===== src/rtl/seq_load_sync_ram.sv =====
// Streaming write loader in front of a synchronous RAM, with an independent registered read port.
// Optional feature: define LOADER_CHECKSUM_EN to add a running XOR checksum of accepted beats.
//
// state   | meaning
// --------+-------------------------------------------------
// ST_IDLE | waiting for start; base address and count latched on start
// ST_LOAD | accepting beats, writing consecutive wrapping addresses
// ST_DONE | single-cycle done pulse, then back to idle
module seq_load_sync_ram #(
    parameter int w = 8,
    parameter int d = 16,
    localparam int AW = $clog2(d),
    localparam int CW = $clog2(d) + 1
) (
    input  logic          clk,
    input  logic          rst_n,
    input  logic          start,
    input  logic [AW-1:0] ad_wr,
    input  logic [CW-1:0] wr_count,
    input  logic [w-1:0]  data_in,
    input  logic          wr_valid,
    output logic          wr_ready,
    output logic          busy,
    output logic          done,
    input  logic [AW-1:0] ad_rd,
    output logic [w-1:0]  data_out
`ifdef LOADER_CHECKSUM_EN
    ,
    output logic [w-1:0]  checksum
`endif
);

    typedef enum logic [1:0] {ST_IDLE, ST_LOAD, ST_DONE} state_t;

    state_t        state;
    state_t        state_next;
    logic [AW-1:0] addr;
    logic [CW-1:0] remaining;
    logic          start_ok;
    logic          accept;
    logic          last_beat;
    logic [w-1:0]  mem [d];

    assign start_ok  = (state == ST_IDLE) && start;
    assign accept    = (state == ST_LOAD) && wr_valid;
    assign last_beat = accept && (remaining == CW'(1));

    always_ff @(posedge clk or negedge rst_n) begin
        if (!rst_n) begin
            state <= ST_IDLE;
        end else begin
            state <= state_next;
        end
    end

    always_comb begin
        state_next = state;
        case (state)
            ST_IDLE: begin
                if (start) begin
                    state_next = (wr_count != '0) ? ST_LOAD : ST_DONE;
                end
            end
            ST_LOAD: begin
                if (last_beat) begin
                    state_next = ST_DONE;
                end
            end
            ST_DONE: state_next = ST_IDLE;
            default: state_next = ST_IDLE;
        endcase
    end

    always_comb begin
        wr_ready = (state == ST_LOAD);
        busy     = (state != ST_IDLE);
        done     = (state == ST_DONE);
    end

    // Out-of-range base addresses fall back to word 0 rather than writing outside the array.
    always_ff @(posedge clk or negedge rst_n) begin
        if (!rst_n) begin
            addr      <= '0;
            remaining <= '0;
        end else if (start_ok) begin
            addr      <= ({1'b0, ad_wr} < CW'(d)) ? ad_wr : '0;
            remaining <= wr_count;
        end else if (accept) begin
            addr      <= (addr == AW'(d - 1)) ? '0 : addr + AW'(1);
            remaining <= remaining - CW'(1);
        end
    end

    // Array has no reset so loaded contents survive a reset pulse.
    always_ff @(posedge clk) begin
        if (accept) begin
            mem[addr] <= data_in;
        end
    end

    // Read-first: a same-cycle write to ad_rd shows up on the following read.
    always_ff @(posedge clk or negedge rst_n) begin
        if (!rst_n) begin
            data_out <= '0;
        end else if ({1'b0, ad_rd} < CW'(d)) begin
            data_out <= mem[ad_rd];
        end else begin
            data_out <= '0;
        end
    end

`ifdef LOADER_CHECKSUM_EN
    always_ff @(posedge clk or negedge rst_n) begin
        if (!rst_n) begin
            checksum <= '0;
        end else if (start_ok) begin
            checksum <= '0;
        end else if (accept) begin
            checksum <= checksum ^ data_in;
        end
    end
`endif

endmodule


===== config.mk =====
export PLATFORM = sky130hd
export DESIGN_NAME = seq_load_sync_ram
export DESIGN_NICKNAME = d
export VERILOG_FILES = /design/src/rtl/seq_load_sync_ram.sv
export SDC_FILE = /design/constraint.sdc
export NUM_CORES = 1
export LEC_CHECK = 0
export CAP_MARGIN = 5
export CORE_MARGIN = 3
export CORE_UTILIZATION = 40
export CTS_BUF_LIST = sky130_fd_sc_hd__clkbuf_16
export DETAILED_ROUTE_END_ITERATION = 6
export GPL_TIMING_DRIVEN = 0
export PLACE_DENSITY = 0.56
export SETUP_SLACK_MARGIN = 0.5
export SYNTH_ARGS = -nofsm -noshare
export SYNTH_HDL_FRONTEND = slang
export SYNTH_SLANG_ARGS = --single-unit

===== constraint.sdc =====
create_clock -name clk -period 4.6 [get_ports clk]
set_input_delay 1.38 -clock clk [delete_from_list [all_inputs] [get_ports clk]]
set_output_delay 1.38 -clock clk [all_outputs]
set_load 0.1 [all_outputs]

# After elaboration in Yosys (flattened, before gate mapping)
# Memory sizes are Yosys's and may differ from the RTL's. A register that Yosys moved wholly into a read port is not among the register bits.
# Index checks and enable logic that the tools add are counted.
word_totals:
  register_bits: 11
  mem_bits_rw: 128
  input_bits: 25
  wordCells: 32
  memories: 1
memory_table:
  columns: ["memory", "depth", "width", "read_ports", "rd_clocked_by_memory_dff", "write_ports", "line_no", "source"]
  rows:
  - ["mem", 16, 8, 1, 1, 1, "42", "logic [w-1:0] mem [d];"]
op_classes:
  n_addsub: 2
  n_eq_ne: 6
  muxes: 11
  n_reduce_logical: 9
ops:
  columns: ["op", "n"]
  rows:
  - ["4-bit 2-to-1 mux", 3]
  - ["5-bit 2-to-1 mux", 2]
  - ["2-bit 2-to-1 mux", 3]
  - ["5-bit by 1-bit equality test with 1-bit output, second input constant", 1]
  - ["5-bit nonzero test", 1]
  - ["5-bit by 1-bit subtractor with 5-bit output, second input constant", 1]
  - ["4-bit by 1-bit adder with 4-bit output, second input constant", 1]
  - ["4-bit equality test, second input constant", 1]
  - ["2-bit one-hot mux with 2 select lines", 1]
  - ["2-bit nonzero test", 2]
  - ["1-bit logical AND", 3]
  - ["2-bit by 1-bit equality test with 1-bit output, second input constant", 1]
  - ["2-bit equality test, second input constant", 1]
  - ["2-bit logical NOT", 1]
  - ["1-bit 2-to-1 mux", 2]
  - ["2-bit by 1-bit != test with 1-bit output, second input constant", 1]
  - ["2-bit != test, second input constant", 1]
  - ["2-bit AND reduction", 1]
  - ["1-bit logical NOT", 1]

# Longest topological paths before layout
# Gate-level depths: netlist (run 1).
depth:
  ltp_word: 5
  mapped_depth: 5
  depth_no_buf: 5

# Worst setup path before layout (run 1)
# No wires, ideal clock.
synth_timing:
  path_kind: "register -> output"
  startpoint: "register state[0]"
  endpoint: "output wr_ready"
  arrival_ps: 1800
  required_time_ps: 3220
  path_slack_ps: 1420
  path_stages_with_launch: 2
  cell_sequence: "dfrtp_1 -> nor2b_1"
synth_via:
  elab_chain_cells: 1
synth_lines:
  columns: ["element", "line_no", "source"]
  rows:
  - ["start: declaration", "35", "state_t state;"]
  - ["start signal: assignment", "52", "state <= state_next;"]
  - ["2-bit by 1-bit equality test with 1-bit output", "75", "wr_ready = (state == ST_LOAD);"]
  - ["end: declaration", "22", "output logic wr_ready,"]
# No other way between the ends.

# Worst setup path in the final report (run 1)
# Same ends and word-level chain as after synthesis.

==> results by group, run 1 <==
Finish
  – Layout Cell Area excl Fill: 0.00702 mm²
  – Commonest non-fill, non-tap cell in the layout: edfxtp_1
  – Fill cell count: 1194
  – Diodes inserted: 0
  – Final nets: 384
  – Area used by multi-input combinational logic: 0.00145 mm²
  – Layout overhead on the synthesized area: 19.3%
  – Share of layout cells above drive strength 1: 14.2%
  – Combined flip-flop and latch cell area: 0.00432 mm²
  – Commonest cells after routing, fill and taps aside: 128 x edfxtp_1, 34 x clkdlybuf4s50_1, 19 x dfrtp_1

Worst setup path
  – Worst setup path startpoint: state[0]
  – Critical path required time: 3.22 ns
  – Crit path kind: reg -> out
  – Crit-path max FO: 7
  – Arrival time of the worst setup path: 2.20 ns
  – Critical Path End Type: output pin
  – Beginning of the worst register-to-register path: state[1]
  – Kind of start point of the critical path: flip-flop

Timing
  – Worst setup skew after layout: 0.00531 ns
  – Final hold violation count: 0
  – Tightest Pin Transition: 1.02 ns
  – Final Setup Violations: 0
  – Final-layout setup total negative slack: 0 ns
  – Relative slew slack: 31.9%
  – Setup repair after global routing missed its margin: no
  – Shortest clock period the worst path allows after layout: 3.58 ns
  – Final-report max-slew violation count: 0
  – Highest clock rate: 279 MHz
  – Post-route clock period utilization: 77.8%
  – Worst setup slack after layout: 1.02 ns

Synth
  – Biggest area contributors in the synthesized netlist: edfxtp_1 65%, dfrtp_1 8.1%, mux4_1 8.0%, mux4_2 5.4%, a22oi_1 2.0%
  – Count of synthesis-stage warnings from yosys: 0
  – Synth Instances: 300
  – Share of the synthesized area in the top cell type: 65.3%
  – Post-synthesis area per instance: 19.6 µm²
  – Mapped Area: 0.00588 mm²
  – Total of flip-flops plus latches after synthesis: 147
  – Distinct cells, synth: 32
  – Synthesized netlist net count: 331
  – Portion of the post-synthesis area used by sequential elements: 73.4%
  – Cell accounting for the most synthesized area: edfxtp_1

Global route
  – Grt ovf: 0
  – Global-route usage over all layers: 15.9%
  – Antenna violations before repair: 0
  – Pin count of the biggest net entering global routing: 20
  – Wire length of the first global-routing pass: 18.5 mm
  – Number of global-route vias before repair: 3125

Clock network
  – Clock Pin Slew Worst Setup and Hold Paths: 0.06 ns
  – Post-CTS Setup Inserts: 0
  – Worst-Skew Late Latency: 0.41 ns
  – Clock H-tree levels: 4
  – Post-CTS resize count: 0
  – Buffer type at the clock tree root: clkbuf_16
  – Clock buffer count from CTS: 17
  – Max Root-Sink Buffers: 2
  – Hold buffer count at cts: 0
  – Number of clock sinks seen by CTS: 147
  – Clock tree from TritonCTS: yes

Power and ir drop
  – Design Power: 3.63 mW
  – Worst voltage drop across the vdd grid: 0.381 mV
  – Leakage Power: 2.42 nW
  – Power per cell area: 517 mW/mm²

Route
  – Total length of routed wires: 11.8 mm
  – Total number of vias: 2973
  – Average wire length per cell after detail routing: 21.7 µm
  – First-pass DRT Iterations: 4
  – Initial DRC Count: 291
  – Post-DR vias/cell: 5.46
  – DRC: 0
  – Final antenna-violating net count: 0

Hold path
  – Worst min path class: reg -> reg
  – Hold wc startpoint: remaining[4]

Die
  – Chip Width: 127 µm
  – Vertical die dimension: 127 µm
  – Starting Density: 41.6%
  – Total die area: 0.0162 mm²
  – Number of rows in the core area: 43
  – Area of the core: 0.0141 mm²
  – I/O pin cnt: 36

Place
  – Pre-CTS WS: 1.07 ns
  – RD Place Congestion: 0.783
  – Post-detailed-placement half-perimeter wirelength: 7.61 mm
  – Placement-stage cell area: 0.00645 mm²
  – Count of port buffers added during placement: 34

Run status
  – Run status: finished clean

Job
  – # Max-Cap Violations: 0
==> kinds of logic after synthesis <==
| family | count (synthesis) | share of synthesized area (%) |
|---|---|---|
| AO/OA/AOI/OAI | 35 | 4.36 |
| XOR/XNOR | 1 | 0.149 |
| adder cells (fa/ha/maj) | 6 | 1.28 |
| buffers and inverters | 18 | 2.00 |
| flip-flops | 147 | 73.4 |
| multiplexers | 32 | 13.4 |
| AND/OR/NAND/NOR | 61 | 5.38 |
==> power by group <==
| group | internal, mW | leakage, nW | switching [mW] |
|---|---|---|---|
| logic | 0.216 | 0.761 | 0.426 |
| registers | 1.58 | 1.39 | 0.0710 |
| clock network | 0.835 | 0.278 | 0.503 |
==> per-layer routing <==
metal / GRT usage (%) / part of all wire, % / vias to the layer above
li1: - / - / 1343
met1: 21.6 / 46 / 1542
met2: 25.1 / 48 / 75
met3: 3.22 / 4.1 / 13
met4: 6.81 / 1.4 / 0
met5: 0 / 0 / -
==> final timing paths <==
check / slack, ns / cells past startpoint / end
worst min register to register: 0.53 / 2 / remaining[4]
max in group asynchronous: 2.46 / 1 / remaining[2]
min in group asynchronous: 1.52 / 1 / data_out[7]
worst max-delay path: 1.02 / 2 / wr_ready
worst max register to register: 2.46 / 3 / mem[2][3]
worst min-delay path: 0.53 / 2 / remaining[4]
==> sequential cells by signal (all words and copies together), names as in the netlist <==
| register | flops |
|---|---|
| remaining | 5 |
| state | 2 |
| data_out | 8 |
| mem | 128 |
| addr | 4 |
==> synth_stat cells, drive strengths merged <==
cell,number
and3,2
buf,8
nor2b,3
nand3,2
o211ai,2
xnor2,1
nor3,5
ha,6
nor3b,1
a32oi,1
and3b,1
mux4,32
nor2,10
a21oi,4
and2,17
a221o,5
inv,6
dfrtp,19
and2b,1
a22oi,16
a311oi,1
clkdlybuf4s25,3
or4,2
nand2,16
o2bb2ai,1
nand3b,1
edfxtp,128
clkbuf,1
o21ai,5
==> critical path, cell delays in order, from the launching register on <==
cell and delay [ns]:
dfrtp_1 0.43, nor2b_1 0.19, clkdlybuf4s50_1 1.16
==> stage by stage <==
stage	instances	utilization, %	hold slack (ns)
after global routing	545	49.6	0.587
final	545	49.6	0.527
after detailed placement	514	45.6	0.506
after global placement	514	45.6	0.494
after floorplan	300	-	0.464
after CTS	545	49.6	0.525
==> layout make-up <==
class / count / share of cell area (%)
Multi-Input combinational cell: 135 / 20.6
Tap cell: 180 / 3.21
Buffer: 12 / 1.35
Clock inverter: 14 / 2.07
Timing Repair Buffer: 34 / 4.85
Clock buffer: 17 / 6.06
Sequential cell: 147 / 61.5
Inverter: 6 / 0.321
Power figures use the tool's default switching activity.
==> inputs of run 2 (changes only) <==
==> constraint.sdc (replaced) <==
create_clock -name clk -period 3.6 [get_ports clk]
set_input_delay 1.08 -clock clk [delete_from_list [all_inputs] [get_ports clk]]
set_output_delay 1.08 -clock clk [all_outputs]
set_load 0.1 [all_outputs]
==> run 2 against run 1 <==
Net effect:
- sequential share of layout area about the same
- register-to-register slack got worse by 1.0 ns
- worst hold slack got worse by 0.0021 ns
- utilization is essentially flat
- critical path depth stayed put
- non-clock buffer count did not move
- die area stayed put
- cell area barely moved
- flip-flop and latch count did not move
==> results by group, run 2 (synthesized netlist as in run 1, its figures left out) <==
Worst setup path
  – Critical path required time: 2.52 ns (was 3.22 ns)
  – Crit path kind: reg -> out (unchanged)
  – Critical Path End Type: output pin (unchanged)
  – Kind of start point of the critical path: flip-flop (unchanged)
  – Arrival time of the worst setup path: 1.91 ns (was 2.20 ns)
  – Register-to-register path setup slack: 1.46 ns (was 2.46 ns)
  – Reg2reg path depth: 3 (unchanged)
  – Crit-path max FO: 7 (unchanged)

Route
  – Total number of vias: 2967 (was 2973)
  – DRC: 0 (unchanged)
  – Total length of routed wires: 11.8 mm (about the same)
  – First-pass DRT Iterations: 4 (unchanged)
  – Final antenna-violating net count: 0 (unchanged)
  – Initial DRC Count: 295 (was 291)
  – Average wire length per cell after detail routing: 21.7 µm (about the same)
  – Post-DR vias/cell: 5.44 (was 5.46)

Timing
  – Shortest clock period the worst path allows after layout: 2.99 ns
  – Setup repair after global routing missed its margin: no (unchanged)
  – Final hold violation count: 0 (unchanged)
  – Worst setup slack after layout: 0.608 ns (was 1.02 ns)
  – Final-layout setup total negative slack: 0 ns (unchanged)
  – Highest clock rate: 334 MHz
  – Final Setup Violations: 0 (unchanged)
  – Post-route clock period utilization: 83.1%
  – Tightest Pin Transition: 1.03 ns (was 1.02 ns)
  – Final-report max-slew violation count: 0 (unchanged)
  – Worst setup skew after layout: 0.00531 ns (about the same)
  – Relative slew slack: 31.3% (was 31.9%)

Clock network
  – Clock H-tree levels: 4 (unchanged)
  – Max Root-Sink Buffers: 2 (unchanged)
  – Post-CTS Setup Inserts: 0 (unchanged)
  – Clock Pin Slew Worst Setup and Hold Paths: 0.06 ns (about the same)
  – Clock buffer count from CTS: 17 (unchanged)
  – Worst-Skew Late Latency: 0.42 ns (was 0.41 ns)
  – Number of clock sinks seen by CTS: 147 (unchanged)
  – Buffer type at the clock tree root: clkbuf_16 (unchanged)
  – Clock tree from TritonCTS: yes (unchanged)

Finish
  – Layout Cell Area excl Fill: 0.00701 mm² (was 0.00702 mm²)
  – Layout overhead on the synthesized area: 19.3% (about the same)
  – Final nets: 384 (unchanged)
  – Register with the most flip-flops: mem (unchanged)
  – Fraction of the core area covered by cells at the end of the flow: 49.6% (about the same)
  – Commonest cells after routing, fill and taps aside: 128 x edfxtp_1, 31 x clkdlybuf4s50_1, 19 x dfrtp_1 (was 128 x edfxtp_1, 34 x clkdlybuf4s50_1, 19 x dfrtp_1)
  – Commonest non-fill, non-tap cell in the layout: edfxtp_1 (unchanged)
  – Diodes inserted: 0 (unchanged)
  – Share of layout cells above drive strength 1: 14.2% (unchanged)
  – Number of flip-flops under the largest register name: 128 (unchanged)
  – Fill cell count: 1196 (was 1194)
  – Regs by FF count: mem x128, data_out x8, remaining x5 (unchanged)

Global route
  – Global-route usage over all layers: 15.9% (about the same)
  – Antenna violations before repair: 0 (unchanged)
  – Wire length of the first global-routing pass: 18.5 mm (about the same)
  – Number of global-route vias before repair: 3124 (was 3125)
  – Pin count of the biggest net entering global routing: 20 (unchanged)
  – Grt ovf: 0 (unchanged)

Die
  – Total die area: 0.0162 mm² (unchanged)
  – Vertical die dimension: 127 µm (unchanged)
  – Number of rows in the core area: 43 (unchanged)
  – Chip Width: 127 µm (unchanged)
  – I/O pin cnt: 36 (unchanged)
  – Area of the core: 0.0141 mm² (unchanged)
  – Starting Density: 41.6% (unchanged)

Run status
  – Run status: finished clean (unchanged)

Place
  – Pre-CTS WS: 0.374 ns (was 1.07 ns)
  – RD Place Congestion: 0.783 (unchanged)
  – Post-detailed-placement half-perimeter wirelength: 7.61 mm (unchanged)
  – Placement-stage cell area: 0.00645 mm² (unchanged)
  – Count of port buffers added during placement: 34 (unchanged)

Power and ir drop
  – Worst voltage drop across the vdd grid: 0.469 mV (was 0.381 mV)
  – Power per cell area: 660 mW/mm² (was 517 mW/mm²)
  – Leakage Power: 2.43 nW (was 2.42 nW)
  – Design Power: 4.63 mW (was 3.63 mW)

Hold path
  – Cells on Worst Hold Path: 2 (unchanged)
  – Worst min path class: reg -> reg (unchanged)

Job
  – # Max-Cap Violations: 0 (unchanged)
[run 2: cell count changes in the layout (fill, tap and decap cells not counted), sizes merged]
cell	previous run	this run
clkdlybuf4s50	34	31
dlygate4sd2	0	3
[run 2: cell type report]
cell class | instances | area [µm²] | area share (%)
plain buffers | 12 | 95.1 | 1.36
clock buffers | 17 | 425 | 6.06
clock inverters | 14 | 145 | 2.07
inverters | 6 | 22.5 | 0.321
multi-input cells | 135 | 1450 | 20.6
flip-flops and latches | 147 | 4320 | 61.6
well taps | 180 | 225 | 3.21
repair buffers | 34 | 337 | 4.80
[run 2: power by group]
part / switching [mW] / internal (mW)
combinational: 0.543 / 0.265
sequential: 0.0901 / 2.02
clock: 0.643 / 1.07
total: 1.28 / 3.35
[run 2: what timing repair did]
action,CTS,global route
hold buffers,0,0
gates resized for setup,3,0
endpoints found under the hold margin,0,0
endpoints found under the setup margin,3,0
[run 2: critical path: stages (launching register included)]
cell and delay (ns):
dfrtp_1 0.43, nor2b_1 0.19, dlygate4sd2_1 0.87
[run 2: worst paths after layout]
kind                           endpoint          from
hold / removal             remaining[4]  remaining[4]
setup reg to reg              mem[2][3]      state[1]
setup / recovery               wr_ready      state[0]
max in group asynchronous  remaining[2]         rst_n
hold reg to reg            remaining[4]  remaining[4]
min in group asynchronous   data_out[7]         rst_n
[run 2: through the flow]
stage / hold slack, ns / cells
floorplan: 0.464 / 300
global route: 0.587 / 545
CTS: 0.525 / 545
detailed placement: 0.506 / 514
finish: 0.525 / 545
global placement: 0.494 / 514
[run 2: per-layer routing]
| layer | track usage [%] | up-vias | share of wire (%) |
|---|---|---|---|
| met3 | 3.22 | 13 | 3.8 |
| met2 | 25.1 | 74 | 49 |
| li1 | - | 1342 | - |
| met1 | 21.6 | 1538 | 46 |
| met4 | 6.81 | 0 | 1.4 |
| met5 | 0 | - | 0 |
